[src/rtl/imem_readback_check_pkg.sv]
// rtl/imem_readback_check_pkg.sv - shared widths, FSM encoding and helpers for the readback checker
package imem_readback_check_pkg;

  localparam int FLASH_AW = 10;
  localparam int PROG_AW  = 8;
  localparam int INSTR_W  = 16;
  localparam int ERR_CW   = 9;

  typedef enum logic [1:0] {
    IDLE  = 2'd0,
    ISSUE = 2'd1,
    DRAIN = 2'd2,
    DONE  = 2'd3
  } state_t;

  // Error counter increment that sticks at all-ones instead of wrapping.
  function automatic logic [ERR_CW-1:0] sat_inc(input logic [ERR_CW-1:0] v);
    return (&v) ? v : v + 1'b1;
  endfunction

endpackage

[src/rtl/imem_readback_check.sv]
// rtl/imem_readback_check.sv - compares loaded instruction memory against its flash image
module imem_readback_check
  import imem_readback_check_pkg::*;
#(
  parameter int DEPTH      = 256,
  parameter int FLASH_BASE = 0
) (
  input  logic                clk_in,
  input  logic                rst_verify,
  input  logic                start,
  output logic                flash_en,
  output logic [FLASH_AW-1:0] flash_addr,
  input  logic [INSTR_W-1:0]  flash_do,
  output logic                im_rd_en,
  output logic [PROG_AW-1:0]  im_rd_addr,
  input  logic [INSTR_W-1:0]  im_rd_data,
  output logic                busy,
  output logic                pass,
  output logic                fail,
  output logic [PROG_AW-1:0]  err_addr,
  output logic [ERR_CW-1:0]   err_count
);

  localparam logic [PROG_AW-1:0]  LAST_IDX  = PROG_AW'(DEPTH - 1);
  localparam logic [FLASH_AW-1:0] BASE_ADDR = FLASH_AW'(FLASH_BASE);

  state_t              r_state;
  state_t              w_next;
  logic [PROG_AW-1:0]  r_index;
  logic [PROG_AW-1:0]  r_cmp_addr;
  logic                r_cmp_valid;
  logic [ERR_CW-1:0]   r_err_count;
  logic [PROG_AW-1:0]  r_err_addr;
  logic                r_pass;
  logic                r_fail;
  logic                w_issue;
  logic                w_accept;
  logic                w_mismatch;

  // Both memories are addressed by the same index; flash is offset and wraps at 1024 words.
  assign flash_addr = BASE_ADDR + FLASH_AW'(r_index);
  assign im_rd_addr = r_index;
  assign flash_en   = w_issue;
  assign im_rd_en   = w_issue;

  // Read data from both memories lands one cycle after issue, tagged by the registered valid.
  assign w_mismatch = r_cmp_valid && (flash_do != im_rd_data);

  assign err_count = r_err_count;
  assign err_addr  = r_err_addr;
  assign pass      = r_pass;
  assign fail      = r_fail;

  // State register.
  always_ff @(posedge clk_in) begin
    if (rst_verify) begin
      r_state <= IDLE;
    end else begin
      r_state <= w_next;
    end
  end

  // Next-state decode plus the per-state strobes; start is only honoured in IDLE.
  always_comb begin
    w_next   = r_state;
    w_issue  = 1'b0;
    w_accept = 1'b0;
    busy     = 1'b0;
    case (r_state)
      IDLE: begin
        if (start) begin
          w_accept = 1'b1;
          w_next   = ISSUE;
        end
      end
      ISSUE: begin
        busy    = 1'b1;
        w_issue = 1'b1;
        if (r_index == LAST_IDX) begin
          w_next = DRAIN;
        end
      end
      DRAIN: begin
        busy   = 1'b1;
        w_next = DONE;
      end
      DONE: begin
        w_next = IDLE;
      end
      default: begin
        w_next = IDLE;
      end
    endcase
  end

  // Index walk, compare pipeline, error tally and sticky verdict.
  always_ff @(posedge clk_in) begin
    if (rst_verify) begin
      r_index     <= '0;
      r_cmp_valid <= 1'b0;
      r_cmp_addr  <= '0;
      r_err_count <= '0;
      r_err_addr  <= '0;
      r_pass      <= 1'b0;
      r_fail      <= 1'b0;
    end else begin
      r_cmp_valid <= w_issue;
      if (w_issue) begin
        r_cmp_addr <= r_index;
      end
      if (w_accept) begin
        r_index     <= '0;
        r_err_count <= '0;
        r_err_addr  <= '0;
        r_pass      <= 1'b0;
        r_fail      <= 1'b0;
      end else begin
        if (w_issue && (r_index != LAST_IDX)) begin
          r_index <= r_index + 1'b1;
        end
        if (w_mismatch) begin
          r_err_count <= sat_inc(r_err_count);
          if (r_err_count == '0) begin
            r_err_addr <= r_cmp_addr;
          end
        end
        if (r_state == DONE) begin
          r_pass <= (r_err_count == '0);
          r_fail <= (r_err_count != '0);
        end
      end
    end
  end

endmodule
[config.mk]
export PLATFORM = sky130hd
export DESIGN_NAME = imem_readback_check
export DESIGN_NICKNAME = d
export VERILOG_FILES = /design/src/rtl/imem_readback_check_pkg.sv /design/src/rtl/imem_readback_check.sv
export SDC_FILE = /design/constraint.sdc
export NUM_CORES = 1
export LEC_CHECK = 0
export BUFFER_PORTS_ARGS = -buffer_cell sky130_fd_sc_hd__buf_4
export CELL_PAD_IN_SITES_DETAIL_PLACEMENT = 0
export CELL_PAD_IN_SITES_GLOBAL_PLACEMENT = 1
export CORE_MARGIN = 5
export CORE_UTILIZATION = 38
export DETAILED_ROUTE_END_ITERATION = 7
export GPL_ROUTABILITY_DRIVEN = 1
export HOLD_SLACK_MARGIN = 0.1
export PLACE_DENSITY_LB_ADDON = 0.3
export RECOVER_POWER = 50
export SLEW_MARGIN = 10
export SYNTH_ARGS = -nofsm -noshare
export SYNTH_HDL_FRONTEND = slang
export SYNTH_SLANG_ARGS = --single-unit
[constraint.sdc]
create_clock -name clk_in -period 3.2 [get_ports clk_in]
set_input_delay 0 -clock clk_in [delete_from_list [all_inputs] [get_ports clk_in]]
set_output_delay 0 -clock clk_in [all_outputs]
set_load 0.02 [all_outputs]
==> impl_metrics.csv, run 1 <==
group,metric,value,unit
synthesis,synth_area,2013,um^2
floorplanning,die_w,82.79,um
clocking,cts_setup_buffers,0,
global_routing,grt_pass1_vias,1708,
critical_path,critPathKind,"flop to flop",
final_layout,fin_area,2501,um^2
sta,hold_ws,151.4,ps
sta,finalHoldViolCount,0,
final_layout,finalNonFillerCells,357,
critical_path,cp_cell_sequence,"inv_1 -> ha_1 -> clkbuf_1 -> nand4_1 -> a211oi_1 -> and3_1 -> xnor2_1 -> nor2_1",
synthesis,async_reset_ff_share,0,%
critical_path,worst_path_largest_cell_delay,580,ps
place,hpwl,3641,um
synthesis,yosysTopAreaCellShare,37.79,%
pwr,power,1.373,mW
clocking,ctsResizeCount,0,
critical_path,r2r-end,"im_rd_addr[7]",
clocking,numCtsBuffers,5,
floorplanning,die_area,6853,um^2
pwr,p_per_area,548.8,nW/um^2
critical_path,end_kind,"flop",
synthesis,yosys.cell_types.count,41,
critical_path,rrSetupSlack,910,ps
final_layout,drive_gt1_share,18.82,%
critical_path,crit_path_start_kind,"flop",
synthesis,synth_ff_type,"dfxtp_1",
critical_path,cp.required,3360,ps
critical_path,cp_num_cells,8,
critical_path,startpoint,"r_state[1]",
route,wl_met1,2044,um
route,route.detailed.drc,0,
critical_path,cp.buffers_inverters,2,
final_layout,fin_nets,330,
synthesis,yosysTopAreaCell,"dfxtp_1",
final_layout,fin_util,48.66,%
critical_path,crit_arrival,2460,ps
route,avgViaCountPerCell,4.950,
sta,finalSetupViolCount,0,
place,port_buffers,72,
route,vias,1767,
synthesis,ys_ff_latch,38,
synthesis,ys_seq_area_share,37.79,%
route,wl_met3,250,um
clocking,clockBufferDepth,2,
global_routing,grt_max_degree,17,
clocking,cts_tree,"built",
global_routing,grt_use_total,15.09,%
final_layout,area_delta_synth_final,24.24,%
floorplanning,die_y,82.79,um
critical_path,cp_max_fo,14,
place,place_area,2531,um^2
clocking,htree_levels,2,
critical_path,critical_path.slowest_cell,"clkbuf_1",
clocking,insertion_delay,290,ps
global_routing,antenna_found_initial,0,
clocking,clk_pin_slew,80,ps
global_routing,gr-total-overflow,0,
pwr,ir_drop,398.8,uV
worst_hold_path,hold_path.class,"input pin to flop",
route,first_pass_iters,4,
clocking,clkSinkCount,38,
route,ant_nets,0,
synthesis,syn_inst,222,
route,met2_length,2373,um
flow_run,cap_violations,0,
sta,final.min_clock_period,2294,ps
critical_path,path_delay_family,"buffers and inverters",
place,placed_cells_incl_taps,348,
place,place_congestion,0.8913,
clocking,root_buffer,"clkbuf_8",
critical_path,reg2reg_from,"r_state[1]",
critical_path,endpoint,"im_rd_addr[7]",
global_routing,grt_first_pass_wirelength,7948,um
route,top_layer_used,"met4",
sta,slew_headroom,42.06,%
pwr,p_leak,0.9222,nW
route,wl,4740,um
run_status,status,"completed",
sta,fin_worst_skew,6.061,ps
floorplanning,pin_count,75,
sta,rsz0062_at_grt,"false",
sta,setup_ws,905.7,ps
sta,max_freq,435.9,MHz
synthesis,ys_warn_count,0,
place,place_ws,1259,ps
sta,finalMaxSlewViolations,0,
floorplanning,core,5140,um^2
floorplanning,rows,26,
route,wl_per_cell,13.28,um
synthesis,syn-mean-instance-area,9.068,um^2
synthesis,synth_area_leaders,"dfxtp_1, xnor2_1, ha_1, mux2i_1, buf_4",
final_layout,antenna_cells,0,
sta,finalCritPeriodShare,71.70,%
synthesis,synth_edf_count,0,
sta,setup-tns-final,0,ps
critical_path,r2r_cells,8,
route,drtIter0Drc,83,
floorplanning,start_util,39.17,%
sta,worst_pin_slew,866.1,ps
-- timing repair --
action                                  4_1_cts  5_1_grt
hold endpoints to repair                     11        0
hold buffers                                  1        0
endpoints found under the setup margin        0        0
-- layer usage --
layer  global-route usage [%]  vias up
met4                    5.392        0
met5                        0        -
met2                    26.92       43
li1                         -      904
met3                    3.348        7
met1                    17.65      813
-- cell families (layout without fill, tap and decap cells) --
family | Yosys count | count (layout) | synth area share (%)
AO/OA/AOI/OAI | 47 | 47 | 15.85
flip-flops | 38 | 38 | 37.79
AND/OR/NAND/NOR | 70 | 70 | 18.15
other | 1 | 2 | 0.1863
XOR/XNOR | 22 | 22 | 9.944
buffers and inverters | 25 | 89 | 7.520
adder cells (fa/ha/maj) | 9 | 9 | 5.594
multiplexers | 10 | 10 | 4.972
-- registers in the layout, indices dropped and copies added, names as in the netlist --
signal	flops
r_state	2
err_addr	8
pass	1
fail	1
r_cmp_addr	8
im_rd_addr	8
r_cmp_valid	1
err_count	9
-- worst reg2reg max path: stages, from the launching register on --
cell and delay (ps):
dfxtp_1 340, inv_1 110, ha_1 140, clkbuf_1 580
nand4_1 230, a211oi_1 390, and3_1 220, xnor2_1 110
nor2_1 50
-- cells in the final DEF (no fill, tap or decap), types with 3 or more instances in the layout --
cell type,synthesis,routed
xnor2_1,19,19
nand2_1,8,8
nor2_1,20,20
or4_1,3,3
a21oi_2,3,3
clkbuf_8,0,6
and3_1,4,4
nand4_1,7,7
a211oi_1,3,3
nand3_1,15,15
ha_1,9,9
buf_4,12,38
o31ai_1,5,5
dfxtp_1,38,38
mux2i_1,10,10
a21oi_1,15,15
nand2b_1,3,3
clkbuf_1,1,36
o21ai_1,9,9
inv_1,6,6
-- cell type report --
| class | instances | area [um^2] |
|---|---|---|
| Clock inverter | 2 | 12.51 |
| Clock buffer | 6 | 82.58 |
| Sequential cell | 38 | 760.7 |
| Fill cell | 580 | 2639 |
| Multi-Input combinational cell | 160 | 1105 |
| Inverter | 6 | 22.52 |
| Timing Repair Buffer | 75 | 430.4 |
| Tap cell | 70 | 87.58 |
-- power breakdown --
| group | switching [mW] | leakage, nW | internal [mW] |
|---|---|---|---|
| clock | 0.170 | 0.0472 | 0.173 |
| combinational | 0.294 | 0.568 | 0.200 |
| sequential | 0.0324 | 0.307 | 0.503 |
-- synthesized netlist by cell type (2+ instances only) --
library cell	instances
nor3_1	2
o21ai_0	2
nor2_1	20
o211ai_1	2
nor4_1	2
nand2_1	8
nand2b_1	3
nand3_1	15
and3_1	4
inv_1	6
ha_1	9
xnor2_1	19
or4_1	3
a21oi_1	15
buf_2	4
a211oi_1	3
xor2_1	2
nor2b_1	2
buf_4	12
mux2i_1	10
o31ai_1	5
o21ai_1	9
nand4_1	7
a21o_1	2
dfxtp_1	38
a21oi_2	3
-- worst min-delay path by stage --
stage                     from             to  slack (ps)  cells after the start
floorplan           rst_verify    r_cmp_valid          70                      1
global placement    rst_verify  r_cmp_addr[5]         280                      2
detailed placement  rst_verify  r_cmp_addr[5]         290                      2
CTS                      start           fail         150                      4
global route             start     r_state[0]         190                      4
finish                   start           fail         150                      4
No activity file was read; power rests on OpenSTA's default activity.
==> run 2, diff against run 1 <==
--- a/config.mk
+++ b/config.mk
@@ -9,7 +9,7 @@
 export CELL_PAD_IN_SITES_DETAIL_PLACEMENT = 0
 export CELL_PAD_IN_SITES_GLOBAL_PLACEMENT = 1
 export CORE_MARGIN = 5
-export CORE_UTILIZATION = 38
+export CORE_UTILIZATION = 36
 export DETAILED_ROUTE_END_ITERATION = 7
 export GPL_ROUTABILITY_DRIVEN = 1
 export HOLD_SLACK_MARGIN = 0.1
==> constraint.sdc (replaced) <==
create_clock -name clk_in -period 2.4 [get_ports clk_in]
set_input_delay 0 -clock clk_in [delete_from_list [all_inputs] [get_ports clk_in]]
set_output_delay 0 -clock clk_in [all_outputs]
set_load 0.02 [all_outputs]
==> impl_metrics.csv, run 2 (synthesis gave the netlist of run 1 again) <==
group,metric,value,unit
run_status,status,"completed",
sta,worst_pin_slew,565.2,ps
clocking,root_buffer,"clkbuf_8",
critical_path,crit_arrival,2190,ps
sta,hold_ws,160.1,ps
sta,finalSetupViolCount,0,
pwr,seqPwrFrac,38.9,%
final_layout,fin_nets,331,
pwr,p_int,1.177,mW
final_layout,mostFrequentLayoutCell,"buf_4",
sta,finalHoldViolCount,0,
sta,finalCritPeriodShare,82.17,%
critical_path,crit_path_start_kind,"flop",
clocking,cts_tree,"built",
worst_hold_path,hold_path.class,"input pin to flop",
critical_path,startpoint,"err_count[0]",
pwr,p_per_area,731.5,nW/um^2
clocking,insertion_delay,290,ps
floorplanning,die_y,84.78,um
clocking,cts_setup_buffers,0,
place,hpwl,3662,um
critical_path,reg2reg_from,"err_count[0]",
pwr,p_leak,0.9265,nW
sta,final.min_clock_period,1972,ps
floorplanning,pin_count,75,
sta,slew_headroom,62.32,%
global_routing,grt_busiest_layer,"met2",
critical_path,cp_max_fo,9,
floorplanning,start_util,36.79,%
final_layout,antenna_cells,0,
route,first_pass_iters,4,
final_layout,area_delta_synth_final,24.74,%
route,vias,1755,
sta,fin_worst_skew,3.888,ps
route,wl,4732,um
route,drtIter0Drc,102,
floorplanning,rows,27,
place,port_buffers,72,
clocking,clk_pin_slew,80,ps
pwr,p_switching,0.6603,mW
final_layout,drive_gt1_share,19.10,%
global_routing,grt_use_total,13.59,%
global_routing,grt_max_degree,14,
route,route.detailed.drc,0,
final_layout,largest_register_ffs,9,
critical_path,cp.required,2620,ps
final_layout,mostFrequentLayoutCells,"buf_4, dfxtp_1, clkbuf_1",
worst_hold_path,min_from,"start",
sta,setup-tns-final,0,ps
route,wl_per_cell,13.14,um
pwr,switching_share,35.94,%
route,avgViaCountPerCell,4.875,
final_layout,filler_cell_count,578,
clocking,numCtsBuffers,5,
floorplanning,core,5473,um^2
worst_hold_path,hold_end,"r_state[0]",
critical_path,r2r-end,"err_count[7]",
floorplanning,die_area,7188,um^2
pwr,clock_power_share,24.7,%
clocking,clkSinkCount,38,
place,place_congestion,0.8002,
global_routing,antenna_found_initial,0,
global_routing,grt_pass1_vias,1712,
global_routing,gr-total-overflow,0,
sta,rsz0062_at_grt,"false",
clocking,cts_hold_buf,1,
critical_path,rrSetupSlack,430,ps
critical_path,end_kind,"flop",
critical_path,critPathKind,"flop to flop",
route,ant_nets,0,
critical_path,r2r_cells,8,
clocking,clockBufferDepth,2,
worst_hold_path,min_path_cells,4,
pwr,ir_drop,506.8,uV
global_routing,gr-usage-met2,22.42,%
clocking,ctsResizeCount,0,
sta,max_freq,507.1,MHz
floorplanning,die_w,84.78,um
flow_run,cap_violations,0,
clocking,htree_levels,2,
global_routing,grt_use_met1,17.17,%
pwr,power_frac_comb,36.5,%
sta,finalMaxSlewViolations,0,
global_routing,grt_first_pass_wirelength,8052,um
global_routing,grt_use_met3,3.435,%
-- run 2: metrics by stage --
stage                     power (mW)  instance area [um^2]  std cells  worst slack [ps]  utilization, %
after detailed placement       1.436                  2541        351             454.4           46.43
after global placement         1.431                  2541        351             505.8           46.43
final                          1.837                  2511        360             427.9           45.88
after floorplan                1.233                  2017        223             520.1               -
after global routing           1.963                  2511        360             196.6           45.88
after CTS                      1.893                  2646        360             438.8           48.35
-- run 2: final cells by class --
cell class              instances  area, um^2  area share [%]
clock buffers                   6       82.58           3.288
clock inverters                 2       12.51          0.4983
inverters                       6       22.52          0.8969
multi-input cells             160        1105           44.00
flip-flops and latches         38       760.7           30.29
well taps                      72       90.09           3.587
repair buffers                 76       437.9           17.44
-- run 2: power by group through the flow --
stage	clock network [mW]	logic (mW)	registers, mW
4_1_cts	0.471	0.708	0.715
6_report	0.453	0.670	0.714
3_5_place_dp	0	0.706	0.730
2_1_floorplan	0	0.494	0.739
3_3_place_gp	0	0.702	0.729
5_1_grt	0.501	0.741	0.721
-- run 2: worst max-delay path by stage --
stage | endpoint | slack (ps) | cells past startpoint
3_5_place_dp | err_count[7] | 450 | 8
3_3_place_gp | err_count[7] | 510 | 8
2_1_floorplan | err_count[7] | 520 | 8
5_1_grt | err_count[7] | 200 | 8
4_1_cts | err_count[7] | 440 | 8
6_report | err_count[7] | 430 | 8
-- run 2: routing by layer --
metal	vias to the layer above	share of wire [%]
met3	7	5.6
met5	-	0
li1	906	-
met1	795	44
met2	47	49
met4	0	1.4
-- run 2: worst max-delay path, cell delays in order, from the launching register on --
cell and delay [ps]:
dfxtp_1 350, ha_1 270, nand3_1 100, nor2_1 50, ha_1 270, nor2b_1 230, nand2_1 90, or4_1 410
a21oi_1 140
==> run 3, diff against run 2 <==
--- a/config.mk
+++ b/config.mk
@@ -5,11 +5,12 @@
 export SDC_FILE = /design/constraint.sdc
 export NUM_CORES = 1
 export LEC_CHECK = 0
+export ABC_AREA = 1
 export BUFFER_PORTS_ARGS = -buffer_cell sky130_fd_sc_hd__buf_4
 export CELL_PAD_IN_SITES_DETAIL_PLACEMENT = 0
 export CELL_PAD_IN_SITES_GLOBAL_PLACEMENT = 1
 export CORE_MARGIN = 5
-export CORE_UTILIZATION = 36
+export CORE_UTILIZATION = 30
 export DETAILED_ROUTE_END_ITERATION = 7
 export GPL_ROUTABILITY_DRIVEN = 1
 export HOLD_SLACK_MARGIN = 0.1
==> constraint.sdc (replaced) <==
create_clock -name clk_in -period 1.7 [get_ports clk_in]
set_input_delay 0 -clock clk_in [delete_from_list [all_inputs] [get_ports clk_in]]
set_output_delay 0 -clock clk_in [all_outputs]
set_load 0.02 [all_outputs]
==> impl_metrics.csv, run 3 <==
group,metric,value,unit
synthesis,synth_ff_type,"dfxtp_1",
synthesis,yosysTopAreaCellShare,34.70,%
floorplanning,die_area,9116,um^2
worst_hold_path,hold_path.class,"input pin to flop",
clocking,clockBufferDepth,2,
route,route.detailed.drc,0,
final_layout,fin_util,40.10,%
floorplanning,rows,31,
global_routing,grt_pass1_vias,2001,
sta,finalSetupViolCount,0,
sta,hold_ws,149.9,ps
place,port_buffers,72,
floorplanning,start_util,30.55,%
global_routing,grt_use_total,12.30,%
synthesis,synth_area_leaders,"dfxtp_1, nand2_1, nor2_1, inv_1, ha_1",
final_layout,mostFrequentLayoutCell,"nand2_1",
global_routing,grt_max_degree,24,
final_layout,filler_cell_count,826,
route,wl,5494,um
sta,finalHoldViolCount,0,
sta,max_freq,620.4,MHz
clocking,insertion_delay,290,ps
clocking,htree_levels,2,
clocking,numCtsBuffers,5,
sta,final.min_clock_period,1612,ps
floorplanning,die_y,95.48,um
final_layout,fin_nets,461,
synthesis,yosys.cell_types.count,27,
synthesis,synth_area,2192,um^2
route,avgViaCountPerCell,4.184,
floorplanning,pin_count,75,
route,first_pass_iters,4,
final_layout,drive_gt1_share,18.90,%
synthesis,synth_edf_count,0,
critical_path,critPathKind,"flop to flop",
pwr,p_leak,1.463,nW
clocking,clk_pin_slew,80,ps
place,place_congestion,0.8022,
sta,finalMaxSlewViolations,0,
final_layout,largest_register_ffs,9,
pwr,p_per_area,1085,nW/um^2
synthesis,yosysMostFrequentCell,"nand2_1",
global_routing,grt_first_pass_wirelength,8901,um
clocking,cts_tree,"built",
synthesis,syn_inst,346,
place,hpwl,4186,um
clocking,root_buffer,"clkbuf_8",
global_routing,gr-total-overflow,0,
synthesis,async_reset_ff_share,0,%
final_layout,antenna_cells,0,
synthesis,synthTopCellsByCount,"nand2_1, nor2_1, inv_1",
critical_path,crit_path_start_kind,"flop",
final_layout,mostFrequentLayoutCells,"nand2_1, nor2_1, inv_1",
flow_run,cap_violations,0,
floorplanning,core,7176,um^2
synthesis,yosysTopAreaCell,"dfxtp_1",
route,ant_nets,0,
sta,fin_worst_skew,11.75,ps
route,vias,2163,
critical_path,crit_arrival,1830,ps
route,wl_per_cell,10.63,um
run_status,status,"completed",
global_routing,antenna_found_initial,0,
sta,finalCritPeriodShare,94.82,%
critical_path,cp.required,1920,ps
synthesis,ys_ff_latch,38,
synthesis,ys_seq_area_share,34.70,%
critical_path,end_kind,"flop",
synthesis,ys_warn_count,0,
final_layout,area_delta_synth_final,31.28,%
synthesis,syn-mean-instance-area,6.336,um^2
clocking,clkSinkCount,38,
floorplanning,die_w,95.48,um
critical_path,cp_max_fo,5,
route,drtIter0Drc,62,
pwr,ir_drop,574.7,uV
-- run 3: worst max-delay path, stage by stage (launching register included) --
cell	delay, ps
dfxtp_2	350
ha_2	200
nand2_2	110
nor4_4	40
ha_2	240
nor4_4	310
nand3_1	100
nand2_1	60
nand2_1	40
nor2_1	70
-- run 3: area by class of cell --
class,count,area [um^2],area share [%]
Tap cell,99,123.9,4.304
Clock buffer,6,82.58,2.870
Timing Repair Buffer,80,506.7,17.61
Inverter,63,236.5,8.217
Multi-Input combinational cell,229,1147,39.87
Sequential cell,38,768.2,26.70
Clock inverter,2,12.51,0.4348
-- run 3: cell families (layout without fill, tap and decap cells) --
logic type      after synthesis  count (layout)  synth area share (%)
compound gates               30              30                 7.306
other cells                   1               2                0.1711
flops                        38              38                 34.70
xor+xnor                      3               3                 1.199
fa+ha+maj                     9               9                 5.137
buf+inv                      80             151                 16.15
simple gates                185             185                 35.33
-- run 3: per-stage QoR --
step           setup TNS (ps)  total power [mW]  worst slack (ps)  cell area (um^2)  cells
2_1_floorplan               0             2.065             65.71              2206    347
3_3_place_gp                0             2.502             63.44              2818    508
3_5_place_dp                0             2.514             19.68              2818    508
4_1_cts                     0             3.198             16.61              2935    517
5_1_grt                -6.992             3.394            -5.077              2878    517
6_report                    0             3.121             88.13              2878    517
-- run 3: report_power, final --
part           total [mW]  internal [mW]  switching (mW)
combinational        1.27          0.463           0.809
clock               0.668          0.326           0.341
sequential           1.18           1.07           0.116
-- run 3: worst paths after layout --
kind | startpoint | endpoint | slack (ps) | cells past startpoint
worst min register to register | r_cmp_addr[6] | r_cmp_addr[6] | 480 | 2
worst max register to register | err_count[0] | err_count[5] | 90 | 9
worst max-delay path | err_count[0] | err_count[5] | 90 | 9
worst min-delay path | start | r_state[1] | 150 | 5
-- run 3: what timing repair did --
action	CTS	global route
gates cloned	0	0
hold buffers	1	0
endpoints found under the setup margin	3	15
setup buffers	0	0
pin swaps	1	2
hold endpoints to repair	4	0
resized for setup	2	13
-- run 3: layer usage --
metal / wire [um] / vias to the layer above / GRT usage, % / part of all wire, %
met4: 76 / 0 / 4.384 / 1.4
li1: - / 1182 / - / -
met5: 0 / - / 0 / 0
met2: 2520 / 40 / 19.94 / 46
met1: 2655 / 935 / 16.04 / 48
met3: 242 / 6 / 2.684 / 4.4
